### src/rtl/edge_irq_pkg.sv
// edge_irq_pkg: shared types and helpers for the edge-triggered interrupt controller
package edge_irq_pkg;
  typedef enum logic [0:0] {IDLE = 1'b0, PRESENT = 1'b1} state_e;
  localparam int MAX_CH = 16;
  function automatic int id_width(input int n);
    return (n > 1) ? $clog2(n) : 1;
  endfunction
  // Lowest offset from ptr (with wrap) whose pending bit is set wins.
  function automatic int rr_pick(input logic [MAX_CH-1:0] pend, input int ptr, input int n);
    int id;
    int idx;
    id = 0;
    for (int i = MAX_CH - 1; i >= 0; i--) begin
      idx = ptr + i;
      if (idx >= n) idx = idx - n;
      if (i < n && pend[idx[3:0]]) id = idx;
    end
    return id;
  endfunction
endpackage

### src/rtl/edge_irq_channel.sv
// edge_irq_channel: per-channel synchronizer, debounce, edge detect and pending latch
module edge_irq_channel #(
  parameter int DEB_W = 4
) (
  input  logic             clk_i,
  input  logic             reset_n_i,
  input  logic             testmode_i,
  input  logic             asyn_i,
  input  logic             en_i,
  input  logic             pos_i,
  input  logic             neg_i,
  input  logic [DEB_W-1:0] deb_limit_i,
  input  logic             ack_i,
  output logic             pending_o,
  output logic             level_o
);
  logic             s1_q, s2_q, stab_q, stab_d, pend_q, pend_d, accept, fire;
  logic [DEB_W-1:0] cnt_q, cnt_d;
  // >= rather than == so a limit lowered below the running count accepts at once
  always_comb begin
    accept = (s2_q != stab_q) && (cnt_q >= deb_limit_i);
    stab_d = testmode_i ? asyn_i : (accept ? s2_q : stab_q);
    cnt_d  = (testmode_i || s2_q == stab_q || accept) ? '0 : cnt_q + 1'b1;
    fire   = en_i & ((stab_d & ~stab_q & pos_i) | (~stab_d & stab_q & neg_i));
    pend_d = en_i & (fire | (pend_q & ~ack_i));
  end
  always_ff @(posedge clk_i or negedge reset_n_i) begin
    if (!reset_n_i) begin
      s1_q   <= 1'b0;
      s2_q   <= 1'b0;
      stab_q <= 1'b0;
      cnt_q  <= '0;
      pend_q <= 1'b0;
    end else begin
      s1_q   <= asyn_i;
      s2_q   <= s1_q;
      stab_q <= stab_d;
      cnt_q  <= cnt_d;
      pend_q <= pend_d;
    end
  end
  assign pending_o = pend_q;
  assign level_o   = stab_q;
endmodule

### src/rtl/edge_irq_ctrl.sv
// edge_irq_ctrl: N_CH edge-interrupt channels behind a round-robin request/ack arbiter
module edge_irq_ctrl
  import edge_irq_pkg::*;
#(
  parameter  int N_CH  = 4,
  parameter  int DEB_W = 4,
  localparam int ID_W  = id_width(N_CH)
) (
  input  logic             clk_i,
  input  logic             reset_n_i,
  input  logic             testmode_i,
  input  logic [N_CH-1:0]  asyn_i,
  input  logic [N_CH-1:0]  cfg_en_i,
  input  logic [N_CH-1:0]  cfg_pos_i,
  input  logic [N_CH-1:0]  cfg_neg_i,
  input  logic [DEB_W-1:0] deb_limit_i,
  output logic             irq_o,
  output logic [ID_W-1:0]  irq_id_o,
  input  logic             irq_ack_i,
  output logic [N_CH-1:0]  pending_o,
  output logic [N_CH-1:0]  level_o
);
  state_e          state_q, state_d;
  logic [ID_W-1:0] id_q, id_d, rr_q, rr_d;
  logic [N_CH-1:0] pending, live, ack_vec;
  for (genvar c = 0; c < N_CH; c++) begin : g_ch
    edge_irq_channel #(.DEB_W(DEB_W)) u_ch (
      .clk_i      (clk_i),
      .reset_n_i  (reset_n_i),
      .testmode_i (testmode_i),
      .asyn_i     (asyn_i[c]),
      .en_i       (cfg_en_i[c]),
      .pos_i      (cfg_pos_i[c]),
      .neg_i      (cfg_neg_i[c]),
      .deb_limit_i(deb_limit_i),
      .ack_i      (ack_vec[c]),
      .pending_o  (pending[c]),
      .level_o    (level_o[c])
    );
  end
  // Masking with the enable keeps a channel being disabled this cycle from being picked or held.
  always_comb begin
    live    = pending & cfg_en_i;
    state_d = state_q;
    id_d    = id_q;
    rr_d    = rr_q;
    ack_vec = (state_q == PRESENT && irq_ack_i) ? (N_CH'(1) << id_q) : '0;
    if (state_q == IDLE) begin
      if (|live) begin
        state_d = PRESENT;
        id_d    = ID_W'(rr_pick(MAX_CH'(live), int'(rr_q), N_CH));
      end
    end else if (irq_ack_i) begin
      state_d = IDLE;
      rr_d    = (id_q == ID_W'(N_CH - 1)) ? '0 : id_q + 1'b1;
    end else if (!live[id_q]) begin
      state_d = IDLE;
    end
  end
  always_ff @(posedge clk_i or negedge reset_n_i) begin
    if (!reset_n_i) begin
      state_q <= IDLE;
      id_q    <= '0;
      rr_q    <= '0;
    end else begin
      state_q <= state_d;
      id_q    <= id_d;
      rr_q    <= rr_d;
    end
  end
  assign irq_o     = (state_q == PRESENT);
  assign irq_id_o  = irq_o ? id_q : '0;
  assign pending_o = pending;
endmodule

### config.mk
export PLATFORM = sky130hd
export DESIGN_NAME = edge_irq_ctrl
export DESIGN_NICKNAME = d
export VERILOG_FILES = /design/src/rtl/edge_irq_pkg.sv /design/src/rtl/edge_irq_channel.sv /design/src/rtl/edge_irq_ctrl.sv
export SDC_FILE = /design/constraint.sdc
export NUM_CORES = 1
export LEC_CHECK = 0
export ABC_CLOCK_PERIOD_IN_PS = 2150
export BUFFER_PORTS_ARGS = -buffer_cell sky130_fd_sc_hd__buf_2
export CELL_PAD_IN_SITES_DETAIL_PLACEMENT = 0
export CELL_PAD_IN_SITES_GLOBAL_PLACEMENT = 2
export CORE_ASPECT_RATIO = 0.7
export CORE_MARGIN = 1
export CORE_UTILIZATION = 36
export DETAILED_ROUTE_END_ITERATION = 12
export GPL_ROUTABILITY_DRIVEN = 0
export GPL_TIMING_DRIVEN = 0
export PLACE_DENSITY_LB_ADDON = 0.1
export SYNTH_ARGS = -nofsm -noshare
export SYNTH_HDL_FRONTEND = slang
export SYNTH_SLANG_ARGS = --single-unit
### constraint.sdc
create_clock -name clk_i -period 2.15 [get_ports clk_i]
set_input_delay 0.5375 -clock clk_i [delete_from_list [all_inputs] [get_ports clk_i]]
set_output_delay 0.5375 -clock clk_i [all_outputs]
set_load 0.01 [all_outputs]
==> results of run 1 <==
==> worst max-delay path: stages, from the launching register on <==
cell	delay, ns
dfrtp_2	0.37
buf_4	0.18
inv_1	0.10
ha_1	0.37
inv_1	0.14
nor2_1	0.06
o32ai_1	0.26
o211ai_1	0.14
a221o_1	0.30
==> flip-flops by register name (all words and copies together) (netlist names) <==
signal               flops
g_ch.u_ch.s2_q           4
g_ch.u_ch.cnt_q         16
g_ch.u_ch.level_o        4
id_q                     2
g_ch.u_ch.s1_q           4
g_ch.u_ch.pending_o      4
irq_o                    1
rr_q                     2
==> where the power goes <==
part / switching (mW) / internal [mW] / total [mW]
registers: 0.0786 / 0.763 / 0.841
clock network: 0.253 / 0.224 / 0.477
logic: 0.401 / 0.320 / 0.721
==> layout make-up <==
class	instances	area, µm²	area share
plain buffers	13	86.3	0.0308
clock buffers	5	68.8	0.0246
clock inverters	3	17.5	0.00625
inverters	12	45.0	0.0161
multi-input cells	189	1360	0.484
flip-flops and latches	37	927	0.331
well taps	91	114	0.0406
repair buffers	36	188	0.0670
==> repair_timing <==
action                                  in CTS  in global routing
setup buffers                                1                  2
gates resized for setup                      1                  1
gates cloned                                 0                  0
endpoints found under the setup margin       1                  2
==> logic make-up (layout without fill, tap and decap cells) <==
| family | count (synthesis) | after routing |
|---|---|---|
| adders and majority gates | 29 | 29 |
| xor gates and xnor gates | 12 | 12 |
| buffers and inverters | 25 | 69 |
| DFF | 37 | 37 |
| muxes | 6 | 6 |
| and+or+nand+nor | 92 | 92 |
| AOI/OAI and AO/OA | 50 | 50 |
==> through the flow <==
step	hold slack (ns)	util	setup TNS, ns
after detailed placement	0.340	0.424	-0.700
final	0.346	0.442	0
after CTS	0.358	0.439	0
after global placement	0.333	0.424	-0.786
after floorplan	0.242	-	0
after global routing	0.362	0.442	0
==> cells in the final DEF, fill, tap and decap left out, types with 4 or more instances in the layout <==
cell type  count
dfrtp_1       36
buf_2         33
ha_1          29
nor2_1        27
nand2_1       26
buf_4         13
nand3_1       12
inv_1         11
a21oi_1       10
o21ai_0        9
a21o_1         8
xnor2_1        8
nand2b_1       6
nor2b_1        5
nor3_1         5
clkbuf_8       5
and3_1         4
and2_1         4
xor2_1         4
mux2i_1        4
a22o_1         4
o21a_1         4
==> path summary, 6_finish.rpt <==
path / slack (ns) / endpoint / start / cells after the start
setup / recovery: 0.12 / id_q[0]$_DFFE_PN0P_ / rr_q[0]$_DFFE_PN0P_ / 8
hold / removal: 0.35 / g_ch[2].u_ch.cnt_q[2]$_DFF_PN0_ / reset_n_i / 1
setup reg to reg: 0.12 / id_q[0]$_DFFE_PN0P_ / rr_q[0]$_DFFE_PN0P_ / 8
hold reg to reg: 0.36 / g_ch[0].u_ch.s2_q$_DFF_PN0_ / g_ch[0].u_ch.s1_q$_DFF_PN0_ / 0
max in group asynchronous: 1.22 / rr_q[0]$_DFFE_PN0P_ / reset_n_i / 1
min in group clk_i: 0.36 / g_ch[0].u_ch.s2_q$_DFF_PN0_ / g_ch[0].u_ch.s1_q$_DFF_PN0_ / 0
==> metal layers <==
metal / track usage / vias to the layer above
met5: 0 / -
met4: 0.0392 / 0
li1: - / 947
met1: 0.274 / 849
met2: 0.227 / 50
met3: 0.0370 / 2
==> results.md, run 1 <==
- Outcome: finished, final reports clean
- Global router's overall resource usage: 0.171
- TritonCTS clock tree: yes
- Initial DRC Count: 52
- Number of antenna repair diodes: 0
- Share of async-settable or async-resettable flops after synthesis: 1.00
- Total wirelength of the detailed-routed design: around 5200 µm
- Leakage power total: between 1 and 1.5 nW
- Clock buffer depth: 2
- Final-stage net count: 347
- Largest family of logic cells by synthesized area: simple AND/OR/NAND/NOR gates
- Final period util: 0.946
- Met3 wire length: between 200 and 300 µm
- Top Metal Used: met4
- Dpl cells: 375
- Relative slew slack: 0.442
- Number of buffers inserted by port buffering: 33
- Vias per Instance: 4.79
- Filler instances: ~650
- Share of synthesized cell area in and, or, nand and nor gates: 0.181
- Share of the synthesized area in compound gates (AO/OA/AOI/OAI): 0.155
- Worst setup slack before clock tree synthesis: -0.0996 ns
- Most area-hungry cell type in the Yosys netlist: dfrtp_1
- Final std cells w/o fill: 386
- Number of placement rows: 24
- Routed metal-1 wire length: between 2000 and 3000 µm
- Antenna violations before repair: 0
- Synth Register Bits: 37
- Vias in the first global route: around 1800
- Kind of critical path: register to register
- Maximum number of pins on one net before global-route repair: 38
- Wire length of the first global-routing pass: 9170 µm
- Crit path DAT: about 2.2 ns
- Num CTS Buffers: 5
- Number of failing setup endpoints in the final timing report: 0
- Net count after synthesis: between 300 and 400
- Placed Instance Area: approximately 2700 µm²
- Width of the die: 99.8 µm
- Overall Power: roughly 2.0 mW
- HPWL reported at the end of detailed placement: about 4000 µm
- Worst endpoint required time: about 2.3 ns
- Total Die Area: approximately 7000 µm²
- Remaining global-route overflow: 0
- Count of pins on the block boundary: 35
- Count of final max-slew check failures: 0
- Most used flip-flop cell after synthesis: dfrtp_1
- Latest clock arrival within the worst-skew pair: 0.29 ns
- Power density normalized to cell area: between 700 and 800 nW/µm²
- Mean instance size in the synthesized netlist: 9.60 µm²
- Number of flops mapped to enable cells by yosys: 0
- Reg clk slew, reported paths: ~0.08 ns
- Cell area after technology mapping: 2410 µm²
- Top achievable clock speed: between 400 and 500 MHz
- CP endpoint kind: register
- Number of library cell types mapped by synthesis: 40
- Average detailed-routed wire length per instance: 13.5 µm
- Portion of synthesized cell area occupied by the leading cell type: 0.384
- Final number of hold-violating endpoints: 0
- Setup repair after global routing missed its margin: no
- Layout overhead on the synthesized area: 16.3%
- Clock tree skew after final layout: just over 0.006 ns
- Number of levels the H-tree was split into: 2
- Top cell types by occurrence after synthesis: dfrtp_1, ha_1, nor2_1
- Number of optimization iterations in the first detailed-route pass: 4
- Worst IR Drop VDD: roughly 370 µV
- Area share of fa/ha/maj cells after synthesis: 0.151
- Ratio of cells with drive above 1 in the final layout: 0.224
- Initial cell density of the core: 0.380
- Finished layout cell area: roughly 2800 µm²
- Count of unresolved DRC violations after routing: 0
- Instance count of the mapped netlist: between 200 and 300
- Hold buffer count at cts: 0
- Max Fanout on Critical Path: 10
- Number of clock sinks: 37
- Type of the most critical hold path: input port to async pin
- Final setup margin: about 0.12 ns
- Total via count in the routed design: 1848
- Cells taking the most area after synthesis: dfrtp_1, ha_1, nor2_1, nand2_1, buf_4
- Most instantiated library cell after synthesis: dfrtp_1
- Synthesized-area fraction occupied by xor and xnor cells: 0.0436
- Yosys Warn Count: 0
- Core Region: approximately 6300 µm²
- Length of routed met2 wiring: roughly 2000 µm
- Transition time at the pin with the least slew margin: approximately 0.84 ns
- Clock period minus worst slack: 2.03 ns
- Share of synthesized area spent on multiplexers: 0.0306
- Startpoint kind of the worst setup timing path: register
- Max Cap Violations: 0
- Sequential fraction of the synthesis area: 0.384
- Count of antenna-violating nets left after detailed routing: 0
- Die H: just over 70 µm
- Root Driver: clkbuf_8
No activity file was read; power rests on OpenSTA's default activity.
==> run 2, diff against run 1 <==
- MAX_ROUTING_LAYER: not set -> met4
==> results.md, run 2 (synthesis results as in run 1) <==
- Routed metal-1 wire length: between 2000 and 3000 µm
- Number of antenna repair diodes: 0
- Crit path DAT: ~2.2 ns
- Transition time at the pin with the least slew margin: about 0.84 ns
- Width of the die: 99.8 µm
- Top Metal Used: met3
- Final number of hold-violating endpoints: 0
- Top achievable clock speed: 485 MHz
- Total Die Area: between 7000 and 8000 µm²
- Antenna violations before repair: 0
- Reg clk slew, reported paths: ~0.08 ns
- Max Fanout on Critical Path: 10
- Layout overhead on the synthesized area: 16.3%
- Initial cell density of the core: 0.380
- Initial DRC Count: between 50 and 60
- CP endpoint kind: register
- Hold buffer count at cts: 0
- Number of buffers inserted by port buffering: 33
- Worst IR Drop VDD: 365 µV
- Count of unresolved DRC violations after routing: 0
- TritonCTS clock tree: yes
- Num CTS Buffers: 5
- Max Cap Violations: 0
- Maximum number of pins on one net before global-route repair: 38
- Ratio of cells with drive above 1 in the final layout: 0.224
- Latest clock arrival within the worst-skew pair: 0.29 ns
- Global router's overall resource usage: 0.176
- Startpoint kind of the worst setup timing path: register
- Core Region: about 6300 µm²
- Leakage power total: ~1.4 nW
- Power density normalized to cell area: approximately 730 nW/µm²
- HPWL reported at the end of detailed placement: 3960 µm
- Final-stage net count: 347
- Met3 wire length: around 260 µm
- Count of pins on the block boundary: 35
- Filler instances: about 650
- Number of failing setup endpoints in the final timing report: 0
- Count of antenna-violating nets left after detailed routing: 0
- Finished layout cell area: 2800 µm²
- Root Driver: clkbuf_8
- Die H: 70.5 µm
- Vias per Instance: around 4.8
- Clock period minus worst slack: 2.06 ns
- Leading cell types in the layout, fill and taps excluded: dfrtp_1, buf_2, ha_1, nor2_1, nand2_1
- Setup repair after global routing missed its margin: no
- Number of clock sinks: 37
- Outcome: finished, final reports clean
- Number of flip-flops in the largest register: 16
- Total wirelength of the detailed-routed design: around 5200 µm
- Wire length of the first global-routing pass: just over 9000 µm
- Count of final max-slew check failures: 0
- Number of optimization iterations in the first detailed-route pass: 4
- Number of levels the H-tree was split into: 2
- Type of the most critical hold path: input port to async pin
- Vias in the first global route: about 1800
- Kind of critical path: register to register
- Clock buffer depth: 2
- Number of placement rows: 24
- Depth of the worst register-to-register path: 8
- Largest Register: g_ch.u_ch.cnt_q
- Average detailed-routed wire length per instance: 13.5 µm
- Leading cell type in the layout, fill and taps excluded: dfrtp_1
- Register area: a little over 900 µm²
- Clock tree skew after final layout: around 0.0063 ns
- Final period util: 0.959
- Relative slew slack: 0.441
- Length of routed met2 wiring: 2020 µm
- Remaining global-route overflow: 0
- Placed Instance Area: about 2700 µm²
- Final TNS setup: 0 ns
- Area occupied by multi-input gates: approximately 1400 µm²
- Worst endpoint required time: 2.32 ns
- Total via count in the routed design: 1850
-- run 2: cell counts in the layout (fill, tap and decap cells not counted) --
No cell type changed its count.
-- run 2: layer usage --
metal / global-route usage / vias to the layer above
met5: - / -
met4: 0.0392 / 0
met3: 0.0370 / 0
met2: 0.226 / 49
met1: 0.276 / 853
li1: - / 948
-- run 2: worst paths after layout --
kind | startpoint | to | slack, ns
max | rr_q[0]$_DFFE_PN0P_ | id_q[0]$_DFFE_PN0P_ | 0.09
min reg2reg | g_ch[0].u_ch.s1_q$_DFF_PN0_ | g_ch[0].u_ch.s2_q$_DFF_PN0_ | 0.36
min in group clk_i | g_ch[0].u_ch.s1_q$_DFF_PN0_ | g_ch[0].u_ch.s2_q$_DFF_PN0_ | 0.36
min | reset_n_i | g_ch[2].u_ch.cnt_q[2]$_DFF_PN0_ | 0.35
max reg2reg | rr_q[0]$_DFFE_PN0P_ | id_q[0]$_DFFE_PN0P_ | 0.09
max in group asynchronous | reset_n_i | rr_q[0]$_DFFE_PN0P_ | 1.22
-- run 2: power breakdown --
part / switching, mW / internal [mW]
Combinational: 0.400 / 0.320
Sequential: 0.0789 / 0.763
Clock: 0.253 / 0.224
Total: 0.733 / 1.31
-- run 2: timing repair --
action	CTS	global route
endpoints found under the setup margin	1	2
buffers inserted	1	2
gates resized for setup	1	1
pin swaps	0	0
-- run 2: cell type report --
class                           count  share of cell area
Tap cell                           91              0.0406
Clock buffer                        5              0.0246
Buffer                             13              0.0308
Clock inverter                      3             0.00625
Multi-Input combinational cell    189               0.484
Timing Repair Buffer               36              0.0670
Inverter                           12              0.0161
Sequential cell                    37               0.331
-- run 2: through the flow --
| stage | cells | utilization | hold WS [ns] | total power [mW] | worst slack (ns) |
|---|---|---|---|---|---|
| 2_1_floorplan | 251 | - | 0.242 | 1.34 | 0.243 |
| 3_3_place_gp | 375 | 0.424 | 0.333 | 1.54 | -0.107 |
| 3_5_place_dp | 375 | 0.424 | 0.340 | 1.53 | -0.0996 |
| 4_1_cts | 384 | 0.439 | 0.358 | 2.05 | 0.0804 |
| 5_1_grt | 386 | 0.442 | 0.362 | 2.21 | 0.00394 |
| 6_report | 386 | 0.442 | 0.346 | 2.04 | 0.0881 |
-- run 2: critical path: stages, from the launching register on --
cell and delay [ns]:
dfrtp_2 0.37, buf_4 0.18, inv_1 0.10, ha_1 0.37, inv_1 0.14, nor2_1 0.06, o32ai_1 0.29, o211ai_1 0.14
a221o_1 0.30
